### config.mk
export PLATFORM = sky130hd
export DESIGN_NAME = tsf_timer_cmp
export DESIGN_NICKNAME = d
export VERILOG_FILES = /design/src/rtl/tsf_pkg.sv /design/src/rtl/tsf_cmp_chan.sv /design/src/rtl/tsf_timer_cmp.sv
export SDC_FILE = /design/constraint.sdc
export NUM_CORES = 1
export LEC_CHECK = 0
export CORE_MARGIN = 2
export CORE_UTILIZATION = 58
export CTS_CLUSTER_DIAMETER = 50
export CTS_CLUSTER_SIZE = 28
export DETAILED_ROUTE_END_ITERATION = 10
export PLACE_DENSITY = 0.87
export RECOVER_POWER = 100
export SLEW_MARGIN = 40
export SYNTH_ARGS = -nofsm -noshare
export SYNTH_HDL_FRONTEND = slang
export SYNTH_SLANG_ARGS = --single-unit
export TNS_END_PERCENT = 10
### constraint.sdc
create_clock -name clk -period 8.3 [get_ports clk]
set_input_delay 1.66 -clock clk [delete_from_list [all_inputs] [get_ports clk]]
set_output_delay 1.66 -clock clk [all_outputs]
set_load 0.02 [all_outputs]
### src/rtl/tsf_pkg.sv
// Shared definitions for the TSF timer: default width, compare-channel states and
// the sign-extension helper for the drift adjust value.
package tsf_pkg;

  localparam int unsigned TSF_W = 64;

  typedef enum logic {
    CmpIdle  = 1'b0,
    CmpArmed = 1'b1
  } cmp_state_e;

  // Sign-extend the low adj_w bits of raw to the full TSF width.
  function automatic logic [TSF_W-1:0] sext_adj(input logic [TSF_W-1:0] raw,
                                                input int unsigned    adj_w);
    int unsigned sh;
    logic signed [TSF_W-1:0] tmp;
    sh  = TSF_W - adj_w;
    tmp = raw << sh;
    return tmp >>> sh;
  endfunction

endpackage

### src/rtl/tsf_cmp_chan.sv
// One TSF compare channel: latched target, IDLE/ARMED state and an unsigned >= check
// against the registered TSF, producing a single-cycle hit pulse.
module tsf_cmp_chan
  import tsf_pkg::*;
#(
  parameter int unsigned W = TSF_W
) (
  input  logic         clk,
  input  logic         rstn,
  input  logic         arm,
  input  logic         disarm,
  input  logic [W-1:0] target,
  input  logic [W-1:0] tsf,
  output logic         armed,
  output logic         hit
);

  cmp_state_e   state_q, state_d;
  logic [W-1:0] tgt_q, tgt_d;
  logic         hit_q, hit_d;

  always_comb begin
    state_d = state_q;
    tgt_d   = tgt_q;
    hit_d   = 1'b0;
    // Disarm wins over arm; a re-arm drops any hit that would otherwise fire now.
    if (disarm) begin
      state_d = CmpIdle;
    end else if (arm) begin
      state_d = CmpArmed;
      tgt_d   = target;
    end else if (state_q == CmpArmed && tsf >= tgt_q) begin
      state_d = CmpIdle;
      hit_d   = 1'b1;
    end
  end

  always_ff @(posedge clk or negedge rstn) begin
    if (!rstn) begin
      state_q <= CmpIdle;
      tgt_q   <= '0;
      hit_q   <= 1'b0;
    end else begin
      state_q <= state_d;
      tgt_q   <= tgt_d;
      hit_q   <= hit_d;
    end
  end

  assign armed = (state_q == CmpArmed);
  assign hit   = hit_q;

endmodule

### src/rtl/tsf_timer_cmp.sv
// 802.11 TSF timer: microsecond prescaler, falling-edge load, signed drift adjust and
// NUM_CMP independent compare channels.
module tsf_timer_cmp
  import tsf_pkg::*;
#(
  parameter int unsigned TIMER_WIDTH = TSF_W,
  parameter int unsigned CLK_DIV     = 100,
  parameter int unsigned NUM_CMP     = 4,
  parameter int unsigned ADJ_WIDTH   = 16
) (
  input  logic                           clk,
  input  logic                           rstn,
  input  logic                           tsf_load_control,
  input  logic [TIMER_WIDTH-1:0]         tsf_load_val,
  input  logic                           tsf_adj_valid,
  input  logic [ADJ_WIDTH-1:0]           tsf_adj_val,
  input  logic [NUM_CMP-1:0]             cmp_arm,
  input  logic [NUM_CMP-1:0]             cmp_disarm,
  input  logic [NUM_CMP*TIMER_WIDTH-1:0] cmp_target,
  output logic [TIMER_WIDTH-1:0]         tsf_runtime_val,
  output logic                           tsf_pulse_1M,
  output logic [NUM_CMP-1:0]             cmp_armed,
  output logic [NUM_CMP-1:0]             cmp_hit
);

  localparam int unsigned PSC_W = 16;

  logic [PSC_W-1:0]       psc_q, psc_d;
  logic [TIMER_WIDTH-1:0] tsf_q, tsf_d;
  logic                   pulse_q, pulse_d;
  logic                   ctl_q;
  logic                   tick;
  logic                   load;
  logic [TSF_W-1:0]       adj_ext;
  logic [TIMER_WIDTH-1:0] adj_add;

  assign tick    = (psc_q == PSC_W'(CLK_DIV - 1));
  assign load    = ~tsf_load_control & ctl_q;
  assign adj_ext = sext_adj(TSF_W'(tsf_adj_val), ADJ_WIDTH);
  assign adj_add = tsf_adj_valid ? TIMER_WIDTH'(adj_ext) : '0;

  always_comb begin
    psc_d   = tick ? '0 : psc_q + PSC_W'(1);
    pulse_d = tick;
    tsf_d   = tsf_q + adj_add + TIMER_WIDTH'(tick);
    // A load restarts the microsecond phase and swallows any tick or adjust.
    if (load) begin
      tsf_d   = tsf_load_val;
      psc_d   = '0;
      pulse_d = 1'b0;
    end
  end

  always_ff @(posedge clk or negedge rstn) begin
    if (!rstn) begin
      psc_q   <= '0;
      tsf_q   <= '0;
      pulse_q <= 1'b0;
      ctl_q   <= 1'b0;
    end else begin
      psc_q   <= psc_d;
      tsf_q   <= tsf_d;
      pulse_q <= pulse_d;
      ctl_q   <= tsf_load_control;
    end
  end

  assign tsf_runtime_val = tsf_q;
  assign tsf_pulse_1M    = pulse_q;

  for (genvar i = 0; i < NUM_CMP; i++) begin : g_chan
    tsf_cmp_chan #(
      .W (TIMER_WIDTH)
    ) u_chan (
      .clk    (clk),
      .rstn   (rstn),
      .arm    (cmp_arm[i]),
      .disarm (cmp_disarm[i]),
      .target (cmp_target[i*TIMER_WIDTH +: TIMER_WIDTH]),
      .tsf    (tsf_q),
      .armed  (cmp_armed[i]),
      .hit    (cmp_hit[i])
    );
  end

endmodule

==> results of run 1 <==
==> kinds of logic (layout without fill, tap and decap cells) <==
family,after synthesis,count (layout),synth area share [%]
AOI/OAI and AO/OA,764,764,19.8
and+or+nand+nor,726,726,14.6
buffers and inverters,373,782,6.37
DFF,346,346,38.4
adders and majority gates,321,321,17.9
xor gates and xnor gates,69,69,2.68
muxes,4,4,0.200
other,0,12,0
==> layer usage <==
metal / vias up / global-route usage, % / wire length (microns)
li1: 9767 / - / -
met1: 9902 / 43.3 / 28400
met2: 818 / 57.5 / 33100
met3: 261 / 6.95 / 5120
met4: 4 / 20.7 / 4440
met5: - / 0 / 27
==> sequential cells by signal (all words and copies together) (netlist names) <==
name / count
g_chan.u_chan.tgt_q: 256
tsf_runtime_val: 64
psc_q: 16
g_chan.u_chan.armed: 4
g_chan.u_chan.hit: 4
ctl_q: 1
tsf_pulse_1M: 1
==> power groups by stage <==
stage	clock [mW]	combinational, mW	sequential (mW)
CTS	1.90	4.33	2.55
global placement	0	4.05	2.58
floorplan	0	2.68	2.52
global route	1.97	4.79	2.59
detailed placement	0	4.27	2.58
finish	1.89	4.30	2.56
==> metrics by stage <==
stage	utilization (%)	setup WS (ns)	area, sq um
4_1_cts	74.3	2.84	28600
6_report	74.1	2.07	28500
3_3_place_gp	70.6	1.97	27100
2_1_floorplan	-	3.26	22500
3_5_place_dp	70.6	2.29	27200
5_1_grt	74.1	1.27	28500
==> worst paths after layout <==
path	to	depth (start not counted)	slack, ns	startpoint
setup reg to reg	tsf_runtime_val[60]	18	3.74	psc_q[0]
hold / removal	psc_q[0]	1	0.50	psc_q[0]
min in group asynchronous	g_chan[3].u_chan.tgt_q[9]	1	1.56	rstn
max in group asynchronous	g_chan[2].u_chan.tgt_q[41]	2	2.27	rstn
hold reg to reg	psc_q[0]	1	0.50	psc_q[0]
setup / recovery	g_chan[2].u_chan.tgt_q[31]	5	2.07	cmp_arm[2]
==> cell type report <==
class	count	area, sq um
diodes	12	30.0
repair buffers	434	4300
fillers	2824	9950
clock buffers	43	1060
inverters	276	1040
clock inverters	29	339
multi-input cells	1884	12400
well taps	518	648
flip-flops and latches	346	8660
==> synthesized netlist by cell type (9+ instances only) <==
master,n
nand3_1,25
clkbuf_1,80
o21bai_1,11
or3_1,9
nor4_1,12
o211ai_1,9
and3_1,10
o21a_1,13
nor2b_1,26
nor3_1,22
o21ai_0,350
a211oi_1,13
nand2_1,367
a21oi_1,190
ha_1,319
dfrtp_1,346
and2_1,22
nor2_1,122
inv_1,276
nand2b_1,25
xor2_1,33
a21o_1,115
xnor2_1,36
nand4_1,67
==> worst max-delay path: stages <==
cell and delay, ns:
dlygate4sd3_1 0.54, nor2b_1 0.13, clkbuf_1 1.88, clkbuf_1 1.95, o21ai_0 0.31
==> results list, run 1 <==
- The run finished, with violations left.
- The checks that failed: max-capacitance violations, max-slew violations.
- Largest voltage drop on the vdd net: 0.000238 V
- 1st-pass router iterations: 6
- HPWL after detailed placement: 53800 microns
- Deepest clock path buffer count: 3
- Post-Synthesis Cell Area: 22500 sq um
- The die covers 40400 sq um.
- Maximum fanout along the worst path: 65
- Final hold violation count: 0
- Final hold analysis gives a worst-case slack of 0.501 ns.
- Net switching share of the total power: 43.0%
* Worst-margin pin slew: 3.84 ns
- Congestion Overflow GR: 0
* Clock H-tree levels: 2
- Clock input transition at the sequential cells of the worst setup and hold paths: 0.06 ns
- The critical path in this run is classified as in2reg.
- Total of max-cap violations: 11
- Time the worst path needs with I/O delays and setup: 6.23 ns
- Area Growth Syn to Fin: 26.5%
- Counting flops with a built-in enable in the synthesized netlist gives 0.
- For this design the total switching power over the nets is 3.76 mW.
- Routability cong.: 0.921
- The initial antenna violation count is 14.
* Wirelength, routed: 71000 microns
* Post-route DRC: 0
- For this configuration, the core starts out at a cell density of 58.6%.
* Global-route wire length before repair: 113000 microns
- Sequential Power Share: 29.2%
- Most common cell after layout, fill and taps aside: nand2_1
* Post-synth net total: 3272
- In this run, post-CTS repair resized a total of 0 instances.
* Clk Latency, worst-skew pair: 0.57 ns
- The average instance in the mapped netlist occupies 8.66 sq um.
- Hold repair after CTS inserted 0 buffers.
* DRC marker count from the first detailed-route iteration: 1591
* Total I/O pin count: 421
* Placement row count: 72
- Clock tree from TritonCTS: built
- Kind of launch point of the worst setup path: input pin
- The post-route netlist has 3.29% of its cells at a drive strength greater than 1.
* Leak: 13.4 nW
- The final critical path takes up 75.1% of the cycle.
- Yosys mapped the design onto 68 distinct sky130hd cell types.
- Power per standard cell area: 307 nW/um^2
* Most area-hungry cell type in the Yosys netlist: dfrtp_1
- Cell count after placement: 3456
- Number of routed nets with antenna violations: 0
* Unrepaired setup endpoints after global routing: no
* Number of cells produced by synthesis: 2603
* Post-Layout Cell Count: 3542
* Aggregate negative setup slack: 0 ns
- On the final layout, the worst clock skew is 0.0201 ns.
* Class of the tightest hold or removal check: reg2reg
- The library cells used most frequently in the layout, excluding fill and tap cells, are 367 x nand2_1, 353 x o21ai_0, 346 x dfrtp_1.
* P_int: 4.98 mW
- Across every metal layer, demand over resource in global routing totals 35.1%.
- Nets: 3651
* Pin count of the biggest net entering global routing: 137
* Top cells by area, synth: dfrtp_1 38%, ha_1 18%, o21ai_0 7.8%, nand2_1 6.1%, inv_1 4.6%
- For this run, the register share of the synthesized area comes to 38.4%.
- Via count: 20800
- Number of clock buffers inserted by TritonCTS: 40
- Among all flip-flop cells after synthesis, the most frequent one is dfrtp_1.
- The clock network accounts for 21.6% of the total power.
- X dimension of the die: 201 microns
- Post-CTS setup-driven buffer insertion count: 0
- Area inside the core boundary: 38500 sq um
- Number of max-slew violations in the final report: 586
- For the worst setup path, the data required time is 8.61 ns.
- Number of sinks handled by clock tree synthesis: 346
- Via count of the first global-routing pass: 21600
* Share of synthesized flip-flops with an asynchronous set or reset: 100%
- Combinational power share: 49.2%
- Setup violations remaining at the end of the flow were counted as 0.
- Yosys top cell area share: 38.4%
* Floorplan die height: 201 microns
- Yosys printed 0 warnings.
* Worst rel slew slack: -156%
- Dividing the detail-routed via count by the number of cells gives 5.86.
* Crit end category: register
- Power comes to 8.75 mW.
- Dividing the detail-routed wire length by the instance count gives 20.1 microns.
- After synthesis the netlist holds a flip-flop and latch count of 346.
- Cell at the root of the clock tree: clkbuf_16
- Derived from the worst setup path, the maximum achievable clock frequency is 161 MHz.
- Critical Path AT: 6.54 ns
- Total of buffers placed on input and output ports: 420
Power figures use the tool's default switching activity.
==> run 2, diff against run 1 <==
CORE_UTILIZATION = 48   (was 58)
PLACE_DENSITY = 0.77   (was 0.87)
clock period = 5.03 ns   (was 8.3 ns; I/O delays follow)
==> run 2 against run 1 <==
Effect of this change: critical path depth up 8; register-to-register slack worse by 3.3 ns; critical path type unchanged; the flow still finishes with violations (max-capacitance violations, max-slew violations); final cell count up 3.2%; via count down 1.5%; clock power up 75%; routed wire length down 0.25%; final area up 1.1%.
==> results list, run 2 (synthesized netlist as in run 1, its figures left out) <==
- Number of gates given a new drive strength after cts: 0 (unchanged)
- The reported leakage power came to 13.5 nW (+0.75%).
* Overall fraction of global-route tracks in use: 28.9% (-6.2 points)
- Clock H-tree levels: 2 (unchanged)
- Congestion Overflow GR: 0 (unchanged)
* Setup slack on the worst flop-to-flop path: 0.48 ns (-3.26 ns)
- Maximum fanout along the worst path: 26 (-60%)
- Via count: 20400 (-1.5%)
* Post-CTS setup-driven buffer insertion count: 0 (unchanged)
* Number of clock buffers inserted by TritonCTS: 44 (+10%)
* Worst path bufs/invs: 2 (-1)
- X dimension of the die: 221 microns (+9.7%)
* Number of sinks handled by clock tree synthesis: 346 (unchanged)
- Worst hold-check slack: 0.485 ns (-0.0162 ns)
- Worst rel slew slack: -87.6% (+68 points)
- Clock tree from TritonCTS: built
- Worst Reg-to-Reg Cells: 18 (unchanged)
- The flow ran to the end, but the final reports show violations.
- The antenna violation net count after detailed routing was 0 (unchanged).
- The die outline height is 221 microns (+9.7%).
* Dominant cell type by count on the critical path: o21ai_0
- The clock-pin slew on the worst setup and hold paths was 0.06 ns (about the same).
- The maximum number of pins on one net before global-route repair came to 98 (-28%).
- The internal power was 8.32 mW (+67%).
* Post-route DRC: 0 (unchanged)
* Combinational power share: 48.1% (-1.1 points)
* Post-Layout Cell Count: 3656 (+3.2%)
- The worst setup path is launched from an input pin.
- Startpoint of the worst setup timing path: tsf_adj_valid
- The initial cell density of the core came to 48.5% (-10 points).
* Area Growth Syn to Fin: 28.0%
* Total of buffers placed on input and output ports: 420 (unchanged)
- Delay of the slowest cell on the worst path: 0.59 ns (-1.36 ns)
* 1st-pass router iterations: 5 (-1)
* Reg2Reg Launch Point: psc_q[0]
* Deepest clock path buffer count: 3 (unchanged)
- The final HPWL from detailed placement was 55000 microns (+2.3%).
- The final RePlAce weighted congestion was 0.916 (-0.53%).
- The number of max-cap violations is 8 (-3).
- The per-cell via count in the routed design came to 5.59 (-4.6%).
- The sum of negative setup slack is 0 ns (unchanged).
- Clk Latency, worst-skew pair: 0.59 ns (+0.02 ns)
- The total die area was 48700 sq um (+20%).
- The required time reported for the critical path endpoint came to 5.52 ns (-3.09 ns).
* Wirelength, routed: 70900 microns (-0.25%)
* # fillers: 3958 (+40%)
- Final setup viols: 0 (unchanged)
- The switching fraction of total power was 42.8% (-0.17 points).
- Cells traversed along the worst timing path: dlygate4sd3_1 -> and2_2 -> buf_4 -> ha_1 -> nand4_1 -> nor4_1 -> o21ai_0 -> a211oi_1 -> o21ai_0 -> o21a_1 -> o31ai_1 -> nand4b_1 -> o211ai_1
- Mean routed wirelength per cell: 19.4 microns (-3.4%)
- The number of cells traversed by the worst hold path came to 1 (unchanged).
* CP delay by family, top: compound AO/OA/AOI/OAI gates
- The areal power density over the cells came to 505 nW/um^2 (+65%).
- Unrepaired setup endpoints after global routing: no
- Number of max-slew violations in the final report: 451 (-23%)
- Fraction of power consumed by the clock network: 22.8% (+1.2 points)
- Violations in the final reports: max-capacitance violations, max-slew violations
* Class of the tightest hold or removal check: reg2reg
* Initial antenna violation count: 15 (+1)
* Total I/O pin count: 421 (unchanged)
- Register with the most flip-flops: g_chan.u_chan.tgt_q
* Final worst clock skew: 0.0236 ns (+0.00350 ns)
- Critical Path AT: 5.05 ns (-1.49 ns)
- Area inside the core boundary: 46500 sq um (+21%)
- The fraction of final layout cells with drive strength greater than 1 is 3.69% (+0.41 points).
- In the layout the commonest cells are 367 x nand2_1, 353 x o21ai_0, 346 x dfrtp_1.
- The transition time at the pin with the least slew margin was 2.81 ns (-1.02 ns).
* Cell with the biggest individual delay on the critical path: dlygate4sd3_1
* Crit end category: register
- The startpoint identified for the worst hold timing path is psc_q[0].
- Cell count after placement: 3557 (+2.9%)
- Nets: 3665 (+0.38%)
* Critical path class: in2reg
* Time the worst path needs with I/O delays and setup: 4.55 ns
- Cell at the root of the clock tree: clkbuf_16
- Critical Path Stages: 13 (+8)
- Placement row count: 79 (+9.7%)
- The switching power total was 6.23 mW (+66%).
- DRC marker count from the first detailed-route iteration: 1389 (-13%)
- The wire length of the first global-routing pass came to 109000 microns (-3.4%).
* Final hold violation count: 0 (unchanged)
* Flip-flop count of the largest register after layout: 256 (unchanged)
- The sequential share of power was 29.2% (about the same).
* Hold buffer count at cts: 0 (unchanged)
* Via count of the first global-routing pass: 20500 (-5.2%)
* Largest voltage drop on the vdd net: 0.000298 V (+25%)
- Final period util: 90.6%
- Max Fclk: 220 MHz
- The library cell used most frequently in the layout, excluding fill and tap cells, is nand2_1.
-- run 2: cell count changes in the layout (fill, tap and decap cells not counted), moves of 4 or more --
cell / previous run / this run
buf_12: 0 / 4
buf_4: 1 / 5
clkbuf_1: 10 / 16
clkbuf_16: 42 / 46
clkinv_2: 7 / 3
diode_2: 12 / 17
-- run 2: cell type report --
cell class	instances	area [sq um]	share of cell area, %
sequential	346	8660	30.0
tap	607	759	2.63
clock inverter	30	332	1.15
inverter	276	1040	3.59
timing repair buffer	444	4370	15.2
clock buffer	52	1210	4.21
multi-input combinational	1884	12400	43.1
antenna	17	42.5	0.148
-- run 2: worst paths after layout --
check,end
max,tsf_runtime_val[60]
min,psc_q[0]
max reg2reg,tsf_runtime_val[60]
min reg2reg,psc_q[0]
max in group asynchronous,g_chan[1].u_chan.tgt_q[63]
min in group asynchronous,g_chan[3].u_chan.tgt_q[11]
-- run 2: power groups by stage --
stage / clock [mW] / combinational (mW) / sequential, mW
finish: 3.31 / 6.99 / 4.25
global route: 3.49 / 7.83 / 4.32
CTS: 3.37 / 7.07 / 4.27
detailed placement: 0 / 7.00 / 4.32
global placement: 0 / 6.71 / 4.31
floorplan: 0 / 4.42 / 4.16
-- run 2: metal layers --
layer / share of wire [%] / global-route usage, %
met1: 42 / 36.7
met2: 47 / 46.6
met3: 6.6 / 5.66
met4: 4.5 / 15.5
met5: 0.061 / 0
-- run 2: metrics by stage --
stage / power [mW] / setup WS (ns) / utilization (%) / instance area, sq um
after global routing: 15.6 / 0.209 / 62.0 / 28800
after CTS: 14.7 / 0.683 / 62.5 / 29000
after floorplan: 8.58 / 0.641 / - / 22500
after detailed placement: 11.3 / 0.131 / 59.1 / 27500
after global placement: 11.0 / 0.231 / 58.9 / 27400
final: 14.6 / 0.475 / 62.1 / 28800
